$ cat src/rtl/regfile_write_arbiter_pkg.sv
// regfile_pkg: shared register-file widths and the write-request record.
package regfile_pkg;
    localparam int REG_ADDR_W = 5;
    localparam int REG_DATA_W = 32;
    localparam int REG_COUNT = 8;
    typedef logic [REG_ADDR_W-1:0] reg_addr_t;
    typedef logic [REG_DATA_W-1:0] reg_data_t;
    typedef struct packed {
        reg_addr_t addr;
        reg_data_t data;
    } regwr_req_t;
endpackage

$ cat src/rtl/regfile_write_arbiter_if.sv
// regfile_write_arbiter_if: requester-side handshake and register-file write port bundle.
interface regfile_write_arbiter_if #(
    parameter int NUM_REQ = 3,
    parameter int ADDR_W = 5,
    parameter int DATA_W = 32
);
    logic                      hold;
    logic [NUM_REQ-1:0]        req_valid;
    logic [NUM_REQ*ADDR_W-1:0] req_addr;
    logic [NUM_REQ*DATA_W-1:0] req_data;
    logic [NUM_REQ-1:0]        req_ready;
    logic                      RegWrite;
    logic [ADDR_W-1:0]         write_reg;
    logic [DATA_W-1:0]         write_data;
    logic                      addr_err;
    logic                      busy;
    modport master (
        output hold, req_valid, req_addr, req_data,
        input  req_ready, RegWrite, write_reg, write_data, addr_err, busy
    );
    modport slave (
        input  hold, req_valid, req_addr, req_data,
        output req_ready, RegWrite, write_reg, write_data, addr_err, busy
    );
endinterface

$ cat src/rtl/regfile_write_arbiter_rr_arbiter.sv
// rr_arbiter: combinational rotating-priority one-hot grant starting at ptr.
module rr_arbiter #(
    parameter int N = 3,
    localparam int PW = $clog2(N)
) (
    input  logic [N-1:0]  req,
    input  logic [PW-1:0] ptr,
    input  logic          enable,
    output logic [N-1:0]  gnt
);
    logic [PW:0] idx;
    logic        found;
    always_comb begin
        gnt = '0;
        found = 1'b0;
        idx = '0;
        for (int k = 0; k < N; k++) begin
            idx = {1'b0, ptr} + (PW+1)'(k);
            idx = (idx >= (PW+1)'(N)) ? idx - (PW+1)'(N) : idx;
            if (enable && !found && req[idx[PW-1:0]]) begin
                gnt[idx[PW-1:0]] = 1'b1;
                found = 1'b1;
            end
        end
    end
endmodule

$ cat src/rtl/regfile_write_arbiter.sv
// regfile_write_arbiter: round-robin sharing of the register-file write port with registered output.
// REGWR_ARB_FIXED_PRIO_EN gives requester 0 absolute priority; the rest rotate among 1..NUM_REQ-1.
module regfile_write_arbiter
    import regfile_pkg::*;
#(
    parameter int NUM_REQ = 3,
    parameter int NUM_REGS = REG_COUNT,
    parameter int ADDR_W = REG_ADDR_W,
    parameter int DATA_W = REG_DATA_W
) (
    input logic clk,
    input logic rst_n,
    regfile_write_arbiter_if.slave bus
);
    localparam int PW = $clog2(NUM_REQ);
    logic [PW-1:0]      ptr, sel, ptr_nxt;
    logic [NUM_REQ-1:0] rr_req, rr_gnt, gnt;
    logic [ADDR_W-1:0]  sel_addr;
    logic [DATA_W-1:0]  sel_data;
    logic               en, xfer, in_range, adv;
    logic               reg_we, reg_err;
    logic [ADDR_W-1:0]  reg_addr;
    logic [DATA_W-1:0]  reg_data;
    assign en = rst_n && !bus.hold;
`ifdef REGWR_ARB_FIXED_PRIO_EN
    localparam logic [PW-1:0] PTR_RST = PW'(1);
    assign rr_req = {bus.req_valid[NUM_REQ-1:1], 1'b0};
    assign gnt = (en && bus.req_valid[0]) ? NUM_REQ'(1) : rr_gnt;
    assign adv = xfer && (sel != '0);
`else
    localparam logic [PW-1:0] PTR_RST = '0;
    assign rr_req = bus.req_valid;
    assign gnt = rr_gnt;
    assign adv = xfer;
`endif
    rr_arbiter #(.N(NUM_REQ)) u_rr (
        .req(rr_req),
        .ptr(ptr),
        .enable(en),
        .gnt(rr_gnt)
    );
    always_comb begin
        sel = '0;
        for (int i = 0; i < NUM_REQ; i++) sel = gnt[i] ? PW'(i) : sel;
    end
    assign xfer = |gnt;
    assign sel_addr = bus.req_addr[sel*ADDR_W +: ADDR_W];
    assign sel_data = bus.req_data[sel*DATA_W +: DATA_W];
    assign in_range = {1'b0, sel_addr} < (ADDR_W+1)'(NUM_REGS);
    assign ptr_nxt = (sel == PW'(NUM_REQ-1)) ? PTR_RST : sel + 1'b1;
    always_ff @(posedge clk) begin
        if (!rst_n) begin
            ptr <= PTR_RST;
            reg_we <= 1'b0;
            reg_err <= 1'b0;
            reg_addr <= '0;
            reg_data <= '0;
        end else begin
            reg_we <= xfer && in_range;
            reg_err <= xfer && !in_range;
            if (adv) ptr <= ptr_nxt;
            if (xfer && in_range) begin
                reg_addr <= sel_addr;
                reg_data <= sel_data;
            end
        end
    end
    assign bus.req_ready = gnt;
    assign bus.RegWrite = reg_we;
    assign bus.write_reg = reg_addr;
    assign bus.write_data = reg_data;
    assign bus.addr_err = reg_err;
    assign bus.busy = (|bus.req_valid) || reg_we;
endmodule

$ cat src/flat_wrapper.sv
// flat-port wrapper written by rule: the top's interface ports become plain ports
module regfile_write_arbiter_flat import regfile_pkg::*;
#(
    parameter int NUM_REQ = 3,
    parameter int NUM_REGS = REG_COUNT,
    parameter int ADDR_W = REG_ADDR_W,
    parameter int DATA_W = REG_DATA_W
)
  (clk, rst_n, bus_hold, bus_req_valid, bus_req_addr, bus_req_data, bus_req_ready, bus_RegWrite, bus_write_reg, bus_write_data, bus_addr_err, bus_busy);
  regfile_write_arbiter_if #(.NUM_REQ(NUM_REQ), .ADDR_W(ADDR_W), .DATA_W(DATA_W)) bus_i ();
  input logic clk;
  input logic rst_n;
  input wire logic [$bits(bus_i.hold)-1:0] bus_hold;
  input wire logic [$bits(bus_i.req_valid)-1:0] bus_req_valid;
  input wire logic [$bits(bus_i.req_addr)-1:0] bus_req_addr;
  input wire logic [$bits(bus_i.req_data)-1:0] bus_req_data;
  output wire logic [$bits(bus_i.req_ready)-1:0] bus_req_ready;
  output wire logic [$bits(bus_i.RegWrite)-1:0] bus_RegWrite;
  output wire logic [$bits(bus_i.write_reg)-1:0] bus_write_reg;
  output wire logic [$bits(bus_i.write_data)-1:0] bus_write_data;
  output wire logic [$bits(bus_i.addr_err)-1:0] bus_addr_err;
  output wire logic [$bits(bus_i.busy)-1:0] bus_busy;
  assign bus_i.hold = bus_hold;
  assign bus_i.req_valid = bus_req_valid;
  assign bus_i.req_addr = bus_req_addr;
  assign bus_i.req_data = bus_req_data;
  assign bus_req_ready = bus_i.req_ready;
  assign bus_RegWrite = bus_i.RegWrite;
  assign bus_write_reg = bus_i.write_reg;
  assign bus_write_data = bus_i.write_data;
  assign bus_addr_err = bus_i.addr_err;
  assign bus_busy = bus_i.busy;
  regfile_write_arbiter #(.NUM_REQ(NUM_REQ), .NUM_REGS(NUM_REGS), .ADDR_W(ADDR_W), .DATA_W(DATA_W)) u_core (.clk(clk), .rst_n(rst_n), .bus(bus_i));
endmodule
$ cat config.mk
export PLATFORM = sky130hd
export DESIGN_NAME = regfile_write_arbiter_flat
export DESIGN_NICKNAME = d
export VERILOG_FILES = /design/src/rtl/regfile_write_arbiter_pkg.sv /design/src/rtl/regfile_write_arbiter_if.sv /design/src/rtl/regfile_write_arbiter_rr_arbiter.sv /design/src/rtl/regfile_write_arbiter.sv /design/src/flat_wrapper.sv
export SDC_FILE = /design/constraint.sdc
export NUM_CORES = 1
export LEC_CHECK = 0
export ABC_AREA = 1
export CAP_MARGIN = 30
export CORE_UTILIZATION = 25
export CTS_CLUSTER_DIAMETER = 120
export CTS_CLUSTER_SIZE = 12
export DETAILED_ROUTE_END_ITERATION = 10
export HOLD_SLACK_MARGIN = 0.02
export PLACE_DENSITY = 0.62
export SYNTH_ARGS = -nofsm -noshare
export SYNTH_HDL_FRONTEND = slang
export SYNTH_SLANG_ARGS = --single-unit
$ cat constraint.sdc
create_clock -name clk -period 2.65 [get_ports clk]
set_input_delay 0.265 -clock clk [delete_from_list [all_inputs] [get_ports clk]]
set_output_delay 0.265 -clock clk [all_outputs]
set_load 0.01 [all_outputs]
; ---- Yosys cells after proc, flatten, opt, wreduce, memory -nomap -nowiden
; Cells that the tools add are included.
[classes]
reduce_logical = 18
order_cmp = 10
add_sub_neg = 6
muxes = 23
bitwise_logic = 2
multipliers = 1
eq_ne = 1
n_div = 0
shift = 2
[op_table]
columns = operator, n
row1 = $shiftx 96x8->32, 1
row2 = $shiftx 15x6->5, 1
row3 = $logic_and 1x1->1, 11
row4 = $mux 2, 5
row5 = $lt 2x3->1 const B, 3
row6 = $mux 1, 9
row7 = $mux 3, 3
row8 = $bmux 1 s2, 3
row9 = $demux 1 s2, 3
row10 = $ge 2x1->1 const B, 3
row11 = $ge 3x2->1 const B, 2
row12 = $or 3x3->3, 2
row13 = $reduce_or 3->1, 2
row14 = $sub 2x2->2 const B, 3
row15 = $lt 5x4->1 const B, 1
row16 = $mul 2x3->5 const B, 1
row17 = $logic_not 1->1, 4
row18 = $add 2x1->3 const B, 1
row19 = $add 2x2->3 const B, 1
row20 = $add 2x1->2 const B, 1
row21 = $eq 2x2->1 const B, 1
row22 = $ge 2x2->1 const B, 1
row23 = $logic_or 1x1->1, 1
[word_totals]
latch_bits = 0
mem_bits_rw = 0
memories = 0
mem_bits_ro = 0
inputBits = 117
ff_bits = 41
output_inout_bits = 43

; ---- Logic depth before layout (Yosys ltp)
[logic_depth]
ltp_word = 21
depth_mapped = 17
ltp_nobuf = 15

; ---- Modules after synthesis
; Synthesis repeated with hierarchy kept, for this count alone.
[hier_totals]
hier_cells = 455
hier_area_um2 = 2605.0
[modules_own_cells]
columns = mod, cells_per_inst, area_each_um2, instances, seq_area_each_um2
row1 = regfile_write_arbiter, 407, 2318.5, 1, 820.8
row2 = rr_arbiter, 48, 286.5, 1, 0.0

; ---- Least setup slack after synthesis
; Ideal clock, no wire load.
[synth_timing]
path_kind = register to register
start = reg u_core.ptr[0]
end = reg u_core.reg_data[16], in the netlist u_core.bus.write_data[16]
t_required_ns = 2.537
stages_incl_launch_ff = 17
setup_time_ns = 0.113
path_slack_ns = 0.437
t_arrival_ns = 2.100
path_buffers = 1
path_cell_list = dfxtp_1 > inv_1 > ha_1 > inv_1 > nand2_1 > nand3_1 > nand2_1 > nand3_2 > inv_1 > nand3_1 > nand2_1 > nand3_1 > nand4_2 > buf_2 > nand2_1 > nand2_1 > nor2_1
[synth_via]
elab_chain_len = 20
word_cells_on_any_way = 54
[synth_rtl]
columns = item, line
row1 = "start, declared", regfile_write_arbiter.sv:16  ; logic [PW-1:0] ptr, sel, ptr_nxt;
row2 = "start signal, assigned", regfile_write_arbiter.sv:61  ; if (adv) ptr <= ptr_nxt;
row3 = "parallel branches: the longest is 13 deep, another holds $add 2x1->3", -
row4 = $mux 3 (*), regfile_write_arbiter_rr_arbiter.sv:20  ; if (enable && !found && req[idx[PW-1:0]]) begin
row5 = net bus_req_ready[1], flat_wrapper.sv:17  ; output wire logic [$bits(bus_i.req_ready)-1:0] bus_req_ready;
row6 = $mux 1, regfile_write_arbiter.sv:44  ; for (int i = 0; i < NUM_REQ; i++) sel = gnt[i] ? PW'(i) : sel;
row7 = $mux 2, regfile_write_arbiter.sv:44
row8 = $mul 2x3->5, regfile_write_arbiter.sv:47  ; assign sel_addr = bus.req_addr[sel*ADDR_W +: ADDR_W];
row9 = $shiftx 15x6->5, regfile_write_arbiter.sv:47
row10 = $lt 5x4->1, regfile_write_arbiter.sv:49  ; assign in_range = {1'b0, sel_addr} < (ADDR_W+1)'(NUM_REGS);
row11 = $logic_and 1x1->1, regfile_write_arbiter.sv:62  ; if (xfer && in_range) begin
row12 = "end signal, assigned", regfile_write_arbiter.sv:64  ; reg_data <= sel_data;
row13 = "end, declared", regfile_write_arbiter.sv:23  ; logic [DATA_W-1:0] reg_data;
; Mark *: on every way through the listed nets, which the timed path passes. The select of a mux whose other input is x is not followed.
; A chain may end at the register's enable or synchronous reset.

; ---- Final worst setup path
[layout_timing]
start = reg u_core.ptr[0]
end = reg u_core.reg_data[15], in the netlist u_core.bus.write_data[15]
[layout_via]
elab_chain_len = 20
word_cells_on_any_way = 54
[layout_rtl]
columns = item, line
row1 = "parallel branches: the longest is 13 deep, another holds $add 2x1->3", -
row2 = $mux 3 (*), regfile_write_arbiter_rr_arbiter.sv:20
row3 = $mux 1, regfile_write_arbiter.sv:44
row4 = $mux 2, regfile_write_arbiter.sv:44
row5 = $mul 2x3->5, regfile_write_arbiter.sv:47
row6 = $shiftx 15x6->5, regfile_write_arbiter.sv:47
row7 = $lt 5x4->1, regfile_write_arbiter.sv:49
row8 = $logic_and 1x1->1, regfile_write_arbiter.sv:62
; Every way passes the cells marked *. The select of a mux whose other input is x is not followed.

==> summary.md <==
| Metric | Value |
|---|---|
| Status | `finished clean` |
| Yosys synthesis warning count | `0` |
| Crit path kind | `register to register` |
| VDD IR max | `209.3 uV` |
| Final net count | `738` |
| First-pass GRT wire length | `13780 um` |
| Hold Buf Count CTS | `0` |
| Wirelength per Cell | `11.10 um` |
| Die area | `10900 um^2` |
| Root Driver | `clkbuf_8` |
| Leak | `0.002131 uW` |
| Max_slew headroom | `0.7237` |
| Remaining DRCs | `0` |
| Pre-CTS setup slack | `0.04140 ns` |
| Tmin final | `2.423 ns` |
| Placed Area | `4395 um^2` |
| Clock Sinks | `41` |
| Post-Route Setup TNS | `0 ns` |
| Area growth, synth to finish | `72.09%` |
| Initial core utilization | `0.2563` |
| Chip width | `104.4 um` |
| Worst setup margin | `0.2265 ns` |
| Met1 wire length | `3545 um` |
| Synthesis-stage register bit count | `41` |
| Clock-pin slew on the worst setup and hold paths | `0.09 ns` |
| RSZ-0062 raised after global routing | `false` |
| Metal3 WL | `789 um` |
| Sequential-to-total area share from yosys stat | `0.3130` |
| Vias in the first global route | `3040` |
| Setup Viol. Count Final | `0` |
| Hold path start | `u_core.bus.write_reg[3]$_SDFFE_PN0P_` |
| Longest Clk Path Bufs | `2` |
| Largest net degree at the start of global routing | `53` |
| Vias per std cell | `4.264` |
| CTS tree | `done` |
| Critical Path Sink Type | `register` |
| Final slew viol count | `0` |
| Diodes inserted | `0` |
| CP max FO | `52` |
| Worst setup startpoint | `u_core.ptr[0]$_SDFFE_PN0P_` |
| Overall Global Routing Usage | `0.1534` |
| Synth unique cells | `25` |
| Mean Syn Cell Area | `5.676 um^2` |
| RR Startpoint | `u_core.ptr[0]$_SDFFE_PN0P_` |
| Total vias in the final route | `3215` |
| Detail Route Antenna Nets | `0` |
| Max-cap viol count | `0` |
| Later-pin clock latency in the skew report | `0.29 ns` |
| FP Rows | `37` |
| DIE HEIGHT | `104.4 um` |
| Final hold slack | `0.4377 ns` |
| RD Place Congestion | `0.8139` |
| Adder-cell area share of the yosys netlist | `0.01908` |
| Syn Inst Count | `462` |
| Top Layer Used | `met4` |
| Max reg flops | `32` |
| Total wire length | `8370 um` |
| Ports | `160` |
| Syn Nets | `583` |
| Final worst-path cycle share | `0.9145` |
| Post-synthesis mux area share | `0` |
| CTS H-tree depth | `2` |
| Post-CTS setup buffers | `0` |
| DRT Pass-1 Iters | `4` |
| Simple-gate share of the synthesized area | `0.5320` |
| Max frequency | `412.6 MHz` |
| PD cells | `437.7 nW/um^2` |
| Crit path required time | `2.83 ns` |
| Final Hold Viols | `0` |
| First DRT Iteration DRCs | `152` |
| Grt total ovfl | `0` |
| Port Buffers | `159` |
| Layout cell share with drive strength beyond 1 | `0.06311` |
| CTS buffer count | `5` |
| Compound-gate portion of the synthesized area | `0.01813` |
| Worst hold path type | `register to register` |
| Synth Cell Area | `2623 um^2` |
| Core Region | `10230 um^2` |
| Design area | `4513 um^2` |
| Critical Path AT | `2.61 ns` |
| Worst Tran Pin Value | `0.4145 ns` |
| Final Skew | `0.008907 ns` |
| DP HPWL | `6345 um` |
| Post-Synth XOR/XNOR Area | `0` |
| Initial antenna violation count | `0` |
| Kind of start point of the critical path | `register` |
| DR WL met2 | `3945 um` |
| Largest family of logic cells by synthesized area | `simple AND/OR/NAND/NOR gates` |
## path summary, 6_finish.rpt
kind,to,slack [ns],cells past startpoint
worst max-delay path,u_core.bus.write_data[15]$_SDFFE_PN0P_,0.23,16
worst min-delay path,u_core.bus.write_reg[3]$_SDFFE_PN0P_,0.44,2
worst max register to register,u_core.bus.write_data[15]$_SDFFE_PN0P_,0.23,16
worst min register to register,u_core.bus.write_reg[3]$_SDFFE_PN0P_,0.44,2
## critical path, cell delays in order, from the launching register on
cell and delay [ns]:
dfxtp_2 0.36, inv_1 0.08, ha_4 0.31, inv_1 0.10, nand2_1 0.08, nand3_1 0.09
nand2_1 0.12, nand3_1 0.10, nor2_1 0.14, nor2_1 0.07, nand2_2 0.12, nand3_1 0.15
nand4_4 0.15, buf_12 0.23, nand2_1 0.07, nand2_1 0.06, nor2_1 0.04
## layout by cell type, fill, tap and decap left out, types with 2 or more instances in the layout
cell type / netlist / routed
buf_4: 4 / 7
nand2_1: 192 / 191
clkbuf_8: 0 / 7
buf_12: 0 / 3
nor2_2: 3 / 2
nand2_2: 1 / 2
ha_1: 4 / 2
dlygate4sd2_1: 0 / 2
or2_2: 2 / 2
nand3_1: 46 / 46
nand3_2: 2 / 2
clkdlybuf4s50_1: 0 / 156
o21ai_0: 5 / 5
inv_1: 50 / 50
dfxtp_1: 41 / 40
nor2_4: 1 / 2
nand4_1: 5 / 5
inv_2: 3 / 3
nor2_1: 79 / 79
## layer usage
layer / up-vias / GRT usage
met2: 120 / 0.2763
met4: 0 / 0.03367
met5: - / 0
li1: 1700 / -
met1: 1383 / 0.1721
met3: 12 / 0.05388
## metrics by stage
| stage | utilization | instances | total power [uW] |
|---|---|---|---|
| floorplan | - | 462 | 1117 |
| global placement | 0.4296 | 746 | 1513 |
| detailed placement | 0.4296 | 746 | 1533 |
| CTS | 0.4398 | 754 | 2008 |
| global route | 0.4411 | 754 | 2126 |
| finish | 0.4411 | 754 | 1975 |
## power by group
part / switching (uW) / leakage [uW] / internal, uW
logic: 388 / 0.00174 / 418
clock network: 223 / 0.0000542 / 236
registers: 31.0 / 0.000334 / 680
total: 641 / 0.00213 / 1330
## cell families (layout without fill, tap and decap cells)
logic type,Yosys count,after routing
AND/OR/NAND/NOR,335,335
buffers and inverters,74,230
AO/OA/AOI/OAI,8,8
adder cells (fa/ha/maj),4,4
flip-flops,41,41
## cell usage after synthesis (all sizes together)
library cell | number | area (um^2)
o21a | 1 | 7.510
nand4 | 6 | 43.79
ha | 4 | 50.05
o21ai | 6 | 33.78
or2 | 2 | 12.51
dfxtp | 41 | 820.8
buf | 18 | 98.84
nand2 | 193 | 727.0
nor2 | 84 | 346.6
o22ai | 1 | 6.260
nor3 | 2 | 15.01
clkbuf | 3 | 11.26
inv | 53 | 198.9
nand3 | 48 | 250.2
## final cells by class
| class | count | area, um^2 |
|---|---|---|
| fillers | 1094 | 5718 |
| flip-flops and latches | 41 | 822.0 |
| clock buffers | 7 | 96.34 |
| repair buffers | 169 | 1697 |
| multi-input cells | 347 | 1524 |
| well taps | 136 | 170.2 |
| inverters | 53 | 198.9 |
| clock inverters | 1 | 5.005 |
## what timing repair did
item | in CTS | in global routing
endpoints found under the setup margin | 3 | 37
cloned | 0 | 0
resized for setup | 6 | 5
Note: power is estimated with default switching activity, not from simulation.
